`src/rtl/lottery_draw_tx.sv`:
```
// lottery_draw_tx: draws a five-digit BCD number from a free-running LFSR,
// shows it on five seven-segment displays and sends it digit by digit over
// the num/insert/finish entry interface.
module lottery_draw_tx #(
    parameter logic [15:0] SEED = 16'h0001,
    parameter int          GAP  = 2
) (
    input  logic        clk,
    input  logic        reset,
    input  logic        draw,
    output logic [3:0]  num,
    output logic        insert,
    output logic        finish,
    output logic        busy,
    output logic        done,
    output logic [19:0] drawn,
    output logic [6:0]  HEX4,
    output logic [6:0]  HEX3,
    output logic [6:0]  HEX2,
    output logic [6:0]  HEX1,
    output logic [6:0]  HEX0
);

    // An all-zero LFSR would lock up, so a zero seed is swapped for a known one.
    localparam logic [15:0] SEED_EFF = (SEED == 16'h0000) ? 16'hACE1 : SEED;
    localparam logic [3:0]  GAP_LAST = 4'(GAP - 1);

    localparam logic [2:0] S_IDLE    = 3'd0;
    localparam logic [2:0] S_CAPTURE = 3'd1;
    localparam logic [2:0] S_SEND    = 3'd2;
    localparam logic [2:0] S_GAP     = 3'd3;
    localparam logic [2:0] S_FINISH  = 3'd4;
    localparam logic [2:0] S_DONE    = 3'd5;

    logic [15:0]     lfsr;
    logic [2:0]      state;
    logic [2:0]      k;          // digit index for capture and send
    logic [3:0]      gcnt;       // remaining gap cycles minus one
    logic [3:0]      fold;
    logic [2:0]      slot;       // packed-array slot of digit k (digit0 in slot 4)
    logic [2:0]      slot_nxt;   // slot of digit k+1
    logic [4:0][3:0] dig_r;
    logic [4:0][6:0] hex_r;

    // Active-low {g,f,e,d,c,b,a} pattern for one BCD digit.
    function automatic logic [6:0] seg7(input logic [3:0] d);
        case (d)
            4'd0:    seg7 = 7'b1000000;
            4'd1:    seg7 = 7'b1111001;
            4'd2:    seg7 = 7'b0100100;
            4'd3:    seg7 = 7'b0110000;
            4'd4:    seg7 = 7'b0011001;
            4'd5:    seg7 = 7'b0010010;
            4'd6:    seg7 = 7'b0000010;
            4'd7:    seg7 = 7'b1111000;
            4'd8:    seg7 = 7'b0000000;
            4'd9:    seg7 = 7'b0010000;
            default: seg7 = 7'b1111111;
        endcase
    endfunction

    // Free-running Fibonacci LFSR; it never pauses, so draw timing adds entropy.
    always_ff @(posedge clk) begin
        if (reset) lfsr <= SEED_EFF;
        else       lfsr <= {lfsr[14:0], lfsr[15] ^ lfsr[13] ^ lfsr[12] ^ lfsr[10]};
    end

    // Fold the low nibble into 0..9 and locate the digit slots for index k.
    always_comb begin
        fold     = (lfsr[3:0] > 4'd9) ? (lfsr[3:0] - 4'd10) : lfsr[3:0];
        slot     = 3'd4 - k;
        slot_nxt = 3'd3 - k;
    end

    // Draw/transmit sequencer; every output is a register updated here.
    always_ff @(posedge clk) begin
        if (reset) begin
            state  <= S_IDLE;
            k      <= '0;
            gcnt   <= '0;
            num    <= '0;
            insert <= 1'b0;
            finish <= 1'b0;
            busy   <= 1'b0;
            done   <= 1'b0;
            dig_r  <= '0;
            hex_r  <= {5{7'b1111111}};
        end else begin
            insert <= 1'b0;
            finish <= 1'b0;
            case (state)
                S_IDLE, S_DONE: begin
                    if (draw) begin
                        state <= S_CAPTURE;
                        k     <= '0;
                        busy  <= 1'b1;
                        done  <= 1'b0;
                    end
                end
                S_CAPTURE: begin
                    dig_r[slot] <= fold;
                    hex_r[slot] <= seg7(fold);
                    if (k == 3'd4) begin
                        state  <= S_SEND;
                        k      <= '0;
                        insert <= 1'b1;
                        num    <= dig_r[4];
                    end else begin
                        k <= k + 3'd1;
                    end
                end
                S_SEND: begin
                    state <= S_GAP;
                    gcnt  <= GAP_LAST;
                end
                S_GAP: begin
                    if (gcnt != 4'd0) begin
                        gcnt <= gcnt - 4'd1;
                    end else if (k == 3'd4) begin
                        state  <= S_FINISH;
                        finish <= 1'b1;
                    end else begin
                        state  <= S_SEND;
                        k      <= k + 3'd1;
                        insert <= 1'b1;
                        num    <= dig_r[slot_nxt];
                    end
                end
                S_FINISH: begin
                    state <= S_DONE;
                    busy  <= 1'b0;
                    done  <= 1'b1;
                end
                default: state <= S_IDLE;
            endcase
        end
    end

    assign drawn = dig_r;
    assign HEX4  = hex_r[4];
    assign HEX3  = hex_r[3];
    assign HEX2  = hex_r[2];
    assign HEX1  = hex_r[1];
    assign HEX0  = hex_r[0];

endmodule

```
`config.mk`:
```
export PLATFORM = sky130hd
export DESIGN_NAME = lottery_draw_tx
export DESIGN_NICKNAME = d
export VERILOG_FILES = /design/src/rtl/lottery_draw_tx.sv
export SDC_FILE = /design/constraint.sdc
export NUM_CORES = 1
export LEC_CHECK = 0
export ABC_CLOCK_PERIOD_IN_PS = 1800
export BUFFER_PORTS_ARGS = -buffer_cell sky130_fd_sc_hd__buf_2
export CORE_MARGIN = 4
export CORE_UTILIZATION = 40
export DETAILED_ROUTE_END_ITERATION = 10
export PLACE_DENSITY = 0.66
export RECOVER_POWER = 100
export SETUP_SLACK_MARGIN = 0.1
export SYNTH_ARGS = -nofsm -noshare
export SYNTH_HDL_FRONTEND = slang
export SYNTH_SLANG_ARGS = --single-unit
```
`constraint.sdc`:
```
create_clock -name clk -period 1.8 [get_ports clk]
set_input_delay 0.36 -clock clk [delete_from_list [all_inputs] [get_ports clk]]
set_output_delay 0.36 -clock clk [all_outputs]
set_load 0.02 [all_outputs]
```
==> results.toml <==
[routing]
wl_mm = 10.7
wire_per_inst_um = 16.2
detail-route-antenna-nets = 0
viasPerCell = 5.36
drc = 0
drt_pass1_iterations = 5
drt-initial-drc-count = 214
vias = 3546

[yosys]
synth_flop_cell = "dfxtp_1"
synth_most_common_cell = "dfxtp_1"
synth.distinct_cells = 64
syn_nets = 430
synthTopCellsByArea = "dfxtp_1 46%, a21oi_1 6.1%, nand2_1 3.6%, nor2_1 3.2%, o21ai_0 3.1%"
synth_cells = 418
yosysTopAreaCell = "dfxtp_1"
synthArstFlopShare = 0
yosys-top-cells-count = "89 x dfxtp_1, 47 x a21oi_1, 37 x nand2_1"
synth.top_cell.area_share = 0.465
synth_edf_count = 0
ys_ff_latch = 89
avgSynthCellArea_sq_um = 9.17
seq_area_frac_synth = 0.465
yosys_warnings = 0
syn_area_sq_um = 3830

[grt]
overflow = 0
grt_first_pass_wirelength_mm = 17.1
grt_pass1_vias = 3360
grt_max_degree = 52
grt_usage = 0.192
antenna_found_initial = 0

[timing]
setup-violations-final = 5
max_freq_mhz = 541
finalHoldViolCount = 0
maxSlewHeadroom = 0.612
fin_ws_ns = -0.0478
rsz0062_at_grt = "yes"
fin_crit_ns = 1.85
drv_slew = 0
worst_slew_pin_slew_ns = 0.582
whs_ns = 0.368
setup_tns_ns = -0.0720
period_share = 1.03
fin_skew_ns = 0.0118

[critical_path]
cp_slowest_stage_delay_ns = 0.36
crit_fanout = 8
worstPathCellList = "inv_4 > ha_4 > ha_4 > nor4_4 > buf_4 > nand3_4 > a21oi_2 > a21bo_1"
path_common_cell = "ha_4"
cp_num_buf_inv = 2
crit_path_end_kind = "register"
cp.required_ns = 2.06
path_delay_family = "simple AND/OR/NAND/NOR gates"
critPathLaunchType = "register"
slowest_stage = "dfxtp_2"
critPathArrivalTime_ns = 2.11
criticalPathCategory = "reg2reg"

[final_layout]
diodes = 0
layout.cells.non_filler = 661
stdcell_area_sq_um = 5280
register_area_sq_um = 1790
drive_gt1_frac = 0.449
fin_nets = 539
multi_input_area_sq_um = 2200
nFillCells = 845
syn2layout_area_growth_pct = 37.7

[status]
violations = "negative setup slack"
status = "finished, violations left"

[cts]
clk_pin_slew_ns = 0.09
clkSinkCount = 89
cts_buffers = 9
insertion_delay_ns = 0.37
cts_root_buffer = "clkbuf_8"
cts_tree = "done"
cts_buffer_depth = 2
cts_hold_buffers = 0
htree_levels = 3

[power]
power.leakage_nw = 2.06
power_mw = 3.88
p_per_area_nw_per_um2 = 735
ir_drop_uv = 529

[die]
die_h_um = 106
coreArea_sq_um = 9280
ioPinCount = 66
rows = 35
die-area_sq_um = 11200
die_x_um = 106
start_util = 0.413

[job]
cap_violations = 0

[placement]
hpwlAfterDp_mm = 7.39
numPortBuffers = 65
finalWeightedCongestion = 0.818
dp_cells = 626
place_area_sq_um = 4630

[hold_path]
min_path_type = "in2reg"
==> state kept, by name (all words and copies together), names as in the netlist <==
name,cells
HEX4,7
drawn,20
state,3
num,4
HEX3,7
gcnt,4
insert,1
k,3
busy,1
HEX1,7
done,1
finish,1
HEX2,7
HEX0,7
lfsr,16
==> cell usage in the layout, fill, tap and decap left out, types with 6 or more instances in the layout <==
cell type and count:
o21ai_0 13, nand2_2 8, clkbuf_8 9, nand3_1 6, o21ai_1 17, o21ai_2 6, ha_4 6, a31oi_1 6
buf_2 65, nor2b_1 15, inv_1 7, dfxtp_1 83, a211oi_2 6, nor3_1 10, nor2_1 25, buf_6 14
buf_4 43, nand2_1 28, a21oi_1 37, a21oi_2 12
==> tightest hold or removal path: stages <==
cell and delay (ns):
buf_2 0.13, nand2_1 0.06, nand3_1 0.07, a21oi_1 0.06
==> path summary, 6_finish.rpt <==
kind | cells past startpoint | from | slack (ns) | endpoint
max | 8 | k[0]$_SDFFE_PP0P_ | -0.05 | HEX1[4]$_SDFFE_PP1P_
min | 4 | draw | 0.37 | state[2]$_SDFFE_PP0P_
max reg2reg | 8 | k[0]$_SDFFE_PP0P_ | -0.05 | HEX1[4]$_SDFFE_PP1P_
min reg2reg | 1 | lfsr[14]$_SDFF_PP0_ | 0.44 | lfsr[15]$_SDFF_PP0_
==> metrics by stage <==
stage / worst slack, ns / utilization
floorplan: 0.000183 / -
global placement: 0.0189 / 0.498
detailed placement: -0.0301 / 0.498
CTS: 0.0426 / 0.537
global route: -0.0879 / 0.569
finish: -0.0478 / 0.569
==> power by group <==
| group | switching, mW | total (mW) | internal [mW] |
|---|---|---|---|
| Clock | 0.777 | 1.31 | 0.529 |
| Combinational | 0.314 | 0.534 | 0.220 |
| Sequential | 0.0316 | 2.04 | 2.01 |
==> routing by layer <==
metal  GRT usage  part of all wire  wire, um  up-vias
li1            -                 -         -     1702
met1       0.248              0.44      4710     1702
met2       0.312              0.48      5110      123
met3      0.0510             0.066       704       19
met4      0.0620             0.017       178        0
met5           0                 0         0        -
==> timing repair <==
| action | CTS | global route |
|---|---|---|
| buffers inserted | 14 | 5 |
| pin swaps | 13 | 33 |
| hold endpoints to repair | 0 | 0 |
| setup endpoints to repair | 42 | 58 |
| gates cloned | 0 | 0 |
| gates resized for setup | 20 | 62 |
==> cell type report <==
class	instances	share of cell area
Sequential cell	89	0.339
Inverter	14	0.0114
Tap cell	129	0.0306
Clock inverter	7	0.0114
Multi-Input combinational cell	287	0.417
Clock buffer	9	0.0235
Timing Repair Buffer	126	0.167
==> logic make-up (layout without fill, tap and decap cells) <==
logic type	after synthesis	in the layout	share of synthesized area
compound gates	130	130	0.215
simple gates	138	138	0.195
mux	5	5	0.0274
fa+ha+maj	9	9	0.0294
xor+xnor	5	5	0.0114
flops	89	89	0.465
buf+inv	42	156	0.0561
No activity file was read; power rests on OpenSTA's default activity.
